## config.mk

```make
export PLATFORM = sky130hd
export DESIGN_NAME = alu_arbiter
export DESIGN_NICKNAME = d
export VERILOG_FILES = /design/src/rtl/alu_pkg.sv /design/src/rtl/rr_arbiter.sv /design/src/rtl/alu_arbiter.sv
export SDC_FILE = /design/constraint.sdc
export NUM_CORES = 1
export LEC_CHECK = 0
export ABC_CLOCK_PERIOD_IN_PS = 4570
export CAP_MARGIN = 20
export CORE_AREA = 2 2 109 111
export CTS_CLUSTER_SIZE = 28
export DETAILED_ROUTE_END_ITERATION = 16
export DIE_AREA = 0 0 111 113
export SLEW_MARGIN = 15
export SYNTH_ARGS = -nofsm -noshare
export SYNTH_HDL_FRONTEND = slang
export SYNTH_SLANG_ARGS = --single-unit
```

## constraint.sdc

```tcl
create_clock -name i_clk -period 4.57 [get_ports i_clk]
set_clock_uncertainty 0.15 [all_clocks]
set_input_delay 1.371 -clock i_clk [delete_from_list [all_inputs] [get_ports i_clk]]
set_output_delay 1.371 -clock i_clk [all_outputs]
set_load 0.02 [all_outputs]
```

## src/rtl/alu_pkg.sv

```systemverilog
// Shared ALU definitions: op encodings, legality check and response flag bit positions.
package alu_pkg;

  typedef enum logic [3:0] {
    OpAdd  = 4'b0000,
    OpSll  = 4'b0001,
    OpSlt  = 4'b0010,
    OpSltu = 4'b0011,
    OpXor  = 4'b0100,
    OpSrl  = 4'b0101,
    OpOr   = 4'b0110,
    OpAnd  = 4'b0111,
    OpSub  = 4'b1000,
    OpSra  = 4'b1101
  } alu_op_t;

  localparam int unsigned FlagZero    = 0;
  localparam int unsigned FlagNeg     = 1;
  localparam int unsigned FlagOvf     = 2;
  localparam int unsigned FlagIllegal = 3;
  localparam int unsigned NumFlags    = 4;

  function automatic logic alu_op_legal(input logic [3:0] op);
    case (op)
      OpAdd, OpSll, OpSlt, OpSltu, OpXor, OpSrl, OpOr, OpAnd, OpSub, OpSra: return 1'b1;
      default: return 1'b0;
    endcase
  endfunction

endpackage

```

## src/rtl/rr_arbiter.sv

```systemverilog
// Combinational round-robin arbiter: first asserted request at or after i_ptr wins.
module rr_arbiter #(
  parameter int unsigned N   = 2,
  localparam int unsigned IdW = $clog2(N)
) (
  input  logic [N-1:0]   i_req,
  input  logic [IdW-1:0] i_ptr,
  output logic [N-1:0]   o_grant,
  output logic [IdW-1:0] o_idx,
  output logic           o_valid
);

  logic [IdW-1:0] w_cand;

  always_comb begin
    o_grant = '0;
    o_idx   = '0;
    o_valid = 1'b0;
    w_cand  = '0;
    for (int unsigned k = 0; k < N; k++) begin
      w_cand = IdW'((32'(i_ptr) + k) % N);
      if (!o_valid && i_req[w_cand]) begin
        o_valid         = 1'b1;
        o_grant[w_cand] = 1'b1;
        o_idx           = w_cand;
      end
    end
  end

endmodule

```

## src/rtl/alu_arbiter.sv

```systemverilog
// Shares one combinational ALU among NUM_REQ requesters with round-robin grants
// and a registered one-entry response slot tagged with the winner's index.
module alu_arbiter
  import alu_pkg::*;
#(
  parameter int unsigned NUM_REQ = 2,
  parameter int unsigned XLEN    = 32,
  localparam int unsigned ID_W   = $clog2(NUM_REQ)
) (
  input  logic                    i_clk,
  input  logic                    i_rst,
  input  logic [NUM_REQ-1:0]      i_req_valid,
  output logic [NUM_REQ-1:0]      o_req_ready,
  input  logic [NUM_REQ*XLEN-1:0] i_req_a,
  input  logic [NUM_REQ*XLEN-1:0] i_req_b,
  input  logic [NUM_REQ*4-1:0]    i_req_op,
  output logic [XLEN-1:0]         o_alu_a,
  output logic [XLEN-1:0]         o_alu_b,
  output logic [3:0]              o_alu_op,
  input  logic [XLEN-1:0]         i_alu_result,
  input  logic                    i_alu_zero,
  input  logic                    i_alu_negative,
  input  logic                    i_alu_overflow,
  output logic                    o_rsp_valid,
  input  logic                    i_rsp_ready,
  output logic [ID_W-1:0]         o_rsp_id,
  output logic [XLEN-1:0]         o_rsp_result,
  output logic [NumFlags-1:0]     o_rsp_flags,
  output logic                    o_busy
);

  if (XLEN != 32) begin : g_xlen_check
    $error("alu_arbiter: only XLEN=32 is supported");
  end
  if (NUM_REQ < 2 || NUM_REQ > 8) begin : g_num_req_check
    $error("alu_arbiter: NUM_REQ must be in 2..8");
  end

  logic                r_rsp_valid;
  logic [ID_W-1:0]     r_rsp_id;
  logic [XLEN-1:0]     r_rsp_result;
  logic [NumFlags-1:0] r_rsp_flags;
  logic [ID_W-1:0]     r_rr_ptr;

  logic [NUM_REQ-1:0]  w_grant;
  logic [ID_W-1:0]     w_idx;
  logic                w_any;
  logic                w_can_issue;
  logic                w_fire;
  logic                w_illegal;
  logic [NumFlags-1:0] w_flags;
  logic [ID_W-1:0]     w_ptr_next;

  rr_arbiter #(
    .N(NUM_REQ)
  ) u_rr_arbiter (
    .i_req  (i_req_valid),
    .i_ptr  (r_rr_ptr),
    .o_grant(w_grant),
    .o_idx  (w_idx),
    .o_valid(w_any)
  );

  // Reset also blocks grants so nothing is accepted while the slot is being cleared.
  assign w_can_issue = ~i_rst & (~r_rsp_valid | i_rsp_ready);
  assign w_fire      = w_any & w_can_issue;
  assign o_req_ready = w_can_issue ? w_grant : '0;
  assign w_ptr_next  = (w_idx == ID_W'(NUM_REQ - 1)) ? '0 : w_idx + ID_W'(1);

  always_comb begin
    o_alu_a  = '0;
    o_alu_b  = '0;
    o_alu_op = 4'b0000;
    if (w_fire) begin
      o_alu_a  = i_req_a[XLEN*w_idx +: XLEN];
      o_alu_b  = i_req_b[XLEN*w_idx +: XLEN];
      o_alu_op = i_req_op[4*w_idx +: 4];
    end
  end

  // Illegal ops produce a zero result, so the zero flag is forced high with it.
  always_comb begin
    w_illegal            = ~alu_op_legal(o_alu_op);
    w_flags              = '0;
    w_flags[FlagIllegal] = w_illegal;
    w_flags[FlagOvf]     = w_illegal ? 1'b0 : i_alu_overflow;
    w_flags[FlagNeg]     = w_illegal ? 1'b0 : i_alu_negative;
    w_flags[FlagZero]    = w_illegal ? 1'b1 : i_alu_zero;
  end

  always_ff @(posedge i_clk) begin
    if (i_rst) begin
      r_rsp_valid  <= 1'b0;
      r_rsp_id     <= '0;
      r_rsp_result <= '0;
      r_rsp_flags  <= '0;
      r_rr_ptr     <= '0;
    end else if (w_fire) begin
      r_rsp_valid  <= 1'b1;
      r_rsp_id     <= w_idx;
      r_rsp_result <= w_illegal ? '0 : i_alu_result;
      r_rsp_flags  <= w_flags;
      r_rr_ptr     <= w_ptr_next;
    end else if (i_rsp_ready) begin
      r_rsp_valid  <= 1'b0;
    end
  end

  assign o_rsp_valid  = r_rsp_valid;
  assign o_rsp_id     = r_rsp_id;
  assign o_rsp_result = r_rsp_result;
  assign o_rsp_flags  = r_rsp_flags;
  assign o_busy       = r_rsp_valid | (|i_req_valid);

endmodule

```

==> results_dict.tcl <==
set metrics [dict create \
    routed.top_layer "met4" \
    critPathMaxFanout 6 \
    hold_path_end "o_rsp_flags[3]" \
    max_slew_margin_pct 55.76 \
    route.met3.wl_um 944 \
    start_kind "input pin" \
    wl_met1_mm 4.930 \
    power_w 0.001346 \
    place_area_um2 5172 \
    antenna_found_initial 0 \
    synthArstFlopShare_pct 0 \
    ys_ff_latch 39 \
    grt_remaining_overflow 0 \
    wl_met2_mm 6.002 \
    detail_route.vias_per_cell 4.862 \
    wl_per_cell_um 18.98 \
    cts_buffers 5 \
    timing.final.hold_violations 0 \
    vdd_drop_max_v 0.0002096 \
    syn_avg_cell_area_um2 10.39 \
    worstMarginPinSlew_ns 0.6636 \
    hold_depth 2 \
    grt_first_pass_wirelength_mm 17.92 \
    synth_edf_count 0 \
    initial_utilization_pct 18.53 \
    powerDensity_nw_per_um2 252.2 \
    fmax_mhz 221.5 \
    nets 670 \
    synth_nets 377 \
    vias 3102 \
    wl_mm 12.11 \
    io_buffers 284 \
    num_rows 39 \
    leakagePower_nw 2.225 \
    cts_sinks 39 \
    fin_setup_tns_ns 0 \
    synth_flop_cell "dfxtp_1" \
    outcome "finished clean" \
    layout_worst_path_cycle_share_pct 98.80 \
    seq_area_frac_synth_pct 37.39 \
    netlist_area_um2 2088 \
    die-area_um2 12540 \
    nFillCells 1067 \
    seqCellArea_um2 780.7 \
    cap_violations 0 \
    clk_latency_ns 0.27 \
    synth.most_common_cell "a22o_1" \
    drc_errors 0 \
    design.core.area_um2 11270 \
    clk_path_buf_depth 2 \
    cts_root_buf "clkbuf_16" \
    layout-drive-gt1-share_pct 22.02 \
    synth_top_cell_by_area "dfxtp_1" \
    multiInputGateArea_um2 1191 \
    stdcell_area_um2 5336 \
    ys_types 24 \
    areaGrowthSynthToFinish_pct 155.5 \
    r2r-end "o_rsp_flags[0]" \
    crit_type "input pin to output port" \
    synthTopCellsByArea "dfxtp_1 (37%), a22o_1 (28%), a32o_1 (17%), clkbuf_1 (4.0%), buf_6 (2.2%)" \
    grt_max_degree 39 \
    synth_cells 201 \
    slew_viol_final 0 \
    synth_top_area_share_pct 37.39 \
    crit_required_ns 3.05 \
    yosysWarnings 0 \
    clk_pin_slew_ns 0.05 \
    ant_nets 0 \
    fp.dieW_um 111 \
    cts_tree "yes" \
    finalSetupViolCount 0 \
    num_io_pins 285 \
    dp_hpwl_mm 8.947 \
    grt_usage_pct 17.73 \
    worstHoldPathType "register to register" \
    end_kind "output port" \
    die_h_um 113 \
    worstReg2RegStart "r_rr_ptr" \
    antennaDiodeCount 0 \
    place.gp.congestion 0.8595 \
    grt_pass1_vias 3098 \
    drt_iter0_drc 152 \
    h-tree-depth 2 \
    rr_worst_depth 7 \
    period_minus_slack_ns 4.515 \
    worstPathArrival_ns 2.99 \
    reg2reg_slack_ns 2.30 \
    synthTopCellsByCount "a22o_1 (66), dfxtp_1 (39), a32o_1 (35), clkbuf_1 (22), nand2_1 (5)" \
    hold_path.startpoint "o_rsp_flags[3]" \
    dr.pass1.iters 5 \
    rsz0062_at_grt "no" \
]
## cells in the final DEF (no fill, tap or decap), types with 2 or more instances in the layout
cell | netlist | layout
clkdlybuf4s50_1 | 0 | 212
a22o_1 | 66 | 66
dfxtp_1 | 39 | 39
buf_2 | 0 | 38
a32o_1 | 35 | 35
buf_4 | 0 | 31
clkdlybuf4s15_2 | 0 | 14
clkbuf_16 | 0 | 6
buf_12 | 0 | 6
nand2_1 | 5 | 5
nand2b_1 | 4 | 4
a21o_1 | 4 | 4
inv_1 | 2 | 2
nor2b_2 | 0 | 2
and2_1 | 2 | 2
or3_1 | 2 | 2
a41oi_1 | 2 | 2
a22oi_1 | 2 | 2
bufbuf_16 | 0 | 2
buf_6 | 4 | 2
dlygate4sd2_1 | 0 | 2
clkdlybuf4s15_1 | 0 | 2
## worst max path at each step
stage / cells past startpoint / from / slack [ns] / end
floorplan: 5 / i_req_valid[0] / 0.23 / o_alu_b[14]
global placement: 6 / i_req_valid[0] / -0.39 / o_alu_b[4]
detailed placement: 6 / i_req_valid[0] / -0.42 / o_alu_op[3]
CTS: 6 / i_req_valid[1] / 0.02 / o_alu_op[0]
global route: 5 / i_req_valid[1] / 0.005 / o_req_ready[0]
finish: 6 / i_req_valid[1] / 0.05 / o_alu_op[0]
## layer usage
layer	track usage, %	vias to the layer above
met1	21.62	1458
met4	4.417	0
met3	4.392	20
li1	-	1435
met2	31.45	189
met5	0	-
## timing repair
action | in CTS | in global routing
cloned | 4 | 1
buffers inserted | 3 | 2
pin swaps | 1 | 1
hold buffers | 0 | 0
endpoints found under the setup margin | 69 | 27
gates resized for setup | 256 | 19
endpoints found under the hold margin | 0 | 0
## cell families (layout without fill, tap and decap cells)
family	after synthesis	after routing	share of synthesized area, %
AOI/OAI and AO/OA	115	115	50.75
DFF	39	39	37.39
buffers and inverters	28	322	6.471
and+or+nand+nor	19	19	5.392
## worst max-delay path: stages
cell and delay (ns):
clkdlybuf4s50_1 0.50, a21boi_2 0.20, and3_4 0.28, buf_4 0.17
a21o_1 0.12, clkdlybuf4s15_1 0.34
## power breakdown
part	switching [W]	leakage [nW]	total [W]	internal, W
sequential	0.0000174	0.323	0.000390	0.000373
combinational	0.000232	1.81	0.000544	0.000311
clock	0.000137	0.0875	0.000411	0.000274
## per-stage QoR
step	util (%)	worst slack, ns	hold WS, ns	cells
2_1_floorplan	-	0.2335	0.3205	201
3_3_place_gp	45.89	-0.3944	0.2844	620
3_5_place_dp	45.89	-0.4188	0.2919	620
4_1_cts	46.54	0.02487	0.2994	635
5_1_grt	47.34	0.005002	0.3232	638
6_report	47.34	0.05487	0.2922	638
## registers in the layout, indices dropped and copies added (netlist names)
register	cells
r_rr_ptr	1
o_rsp_id	1
o_rsp_result	32
o_rsp_flags	4
o_rsp_valid	1
## layout make-up
| class | instances | area share, % |
|---|---|---|
| Clock buffer | 6 | 2.603 |
| Clock inverter | 2 | 0.7268 |
| Inverter | 2 | 0.1407 |
| Multi-Input combinational cell | 134 | 22.32 |
| Sequential cell | 39 | 14.63 |
| Tap cell | 143 | 3.353 |
| Timing Repair Buffer | 312 | 56.23 |
No activity file was read; power rests on OpenSTA's default activity.
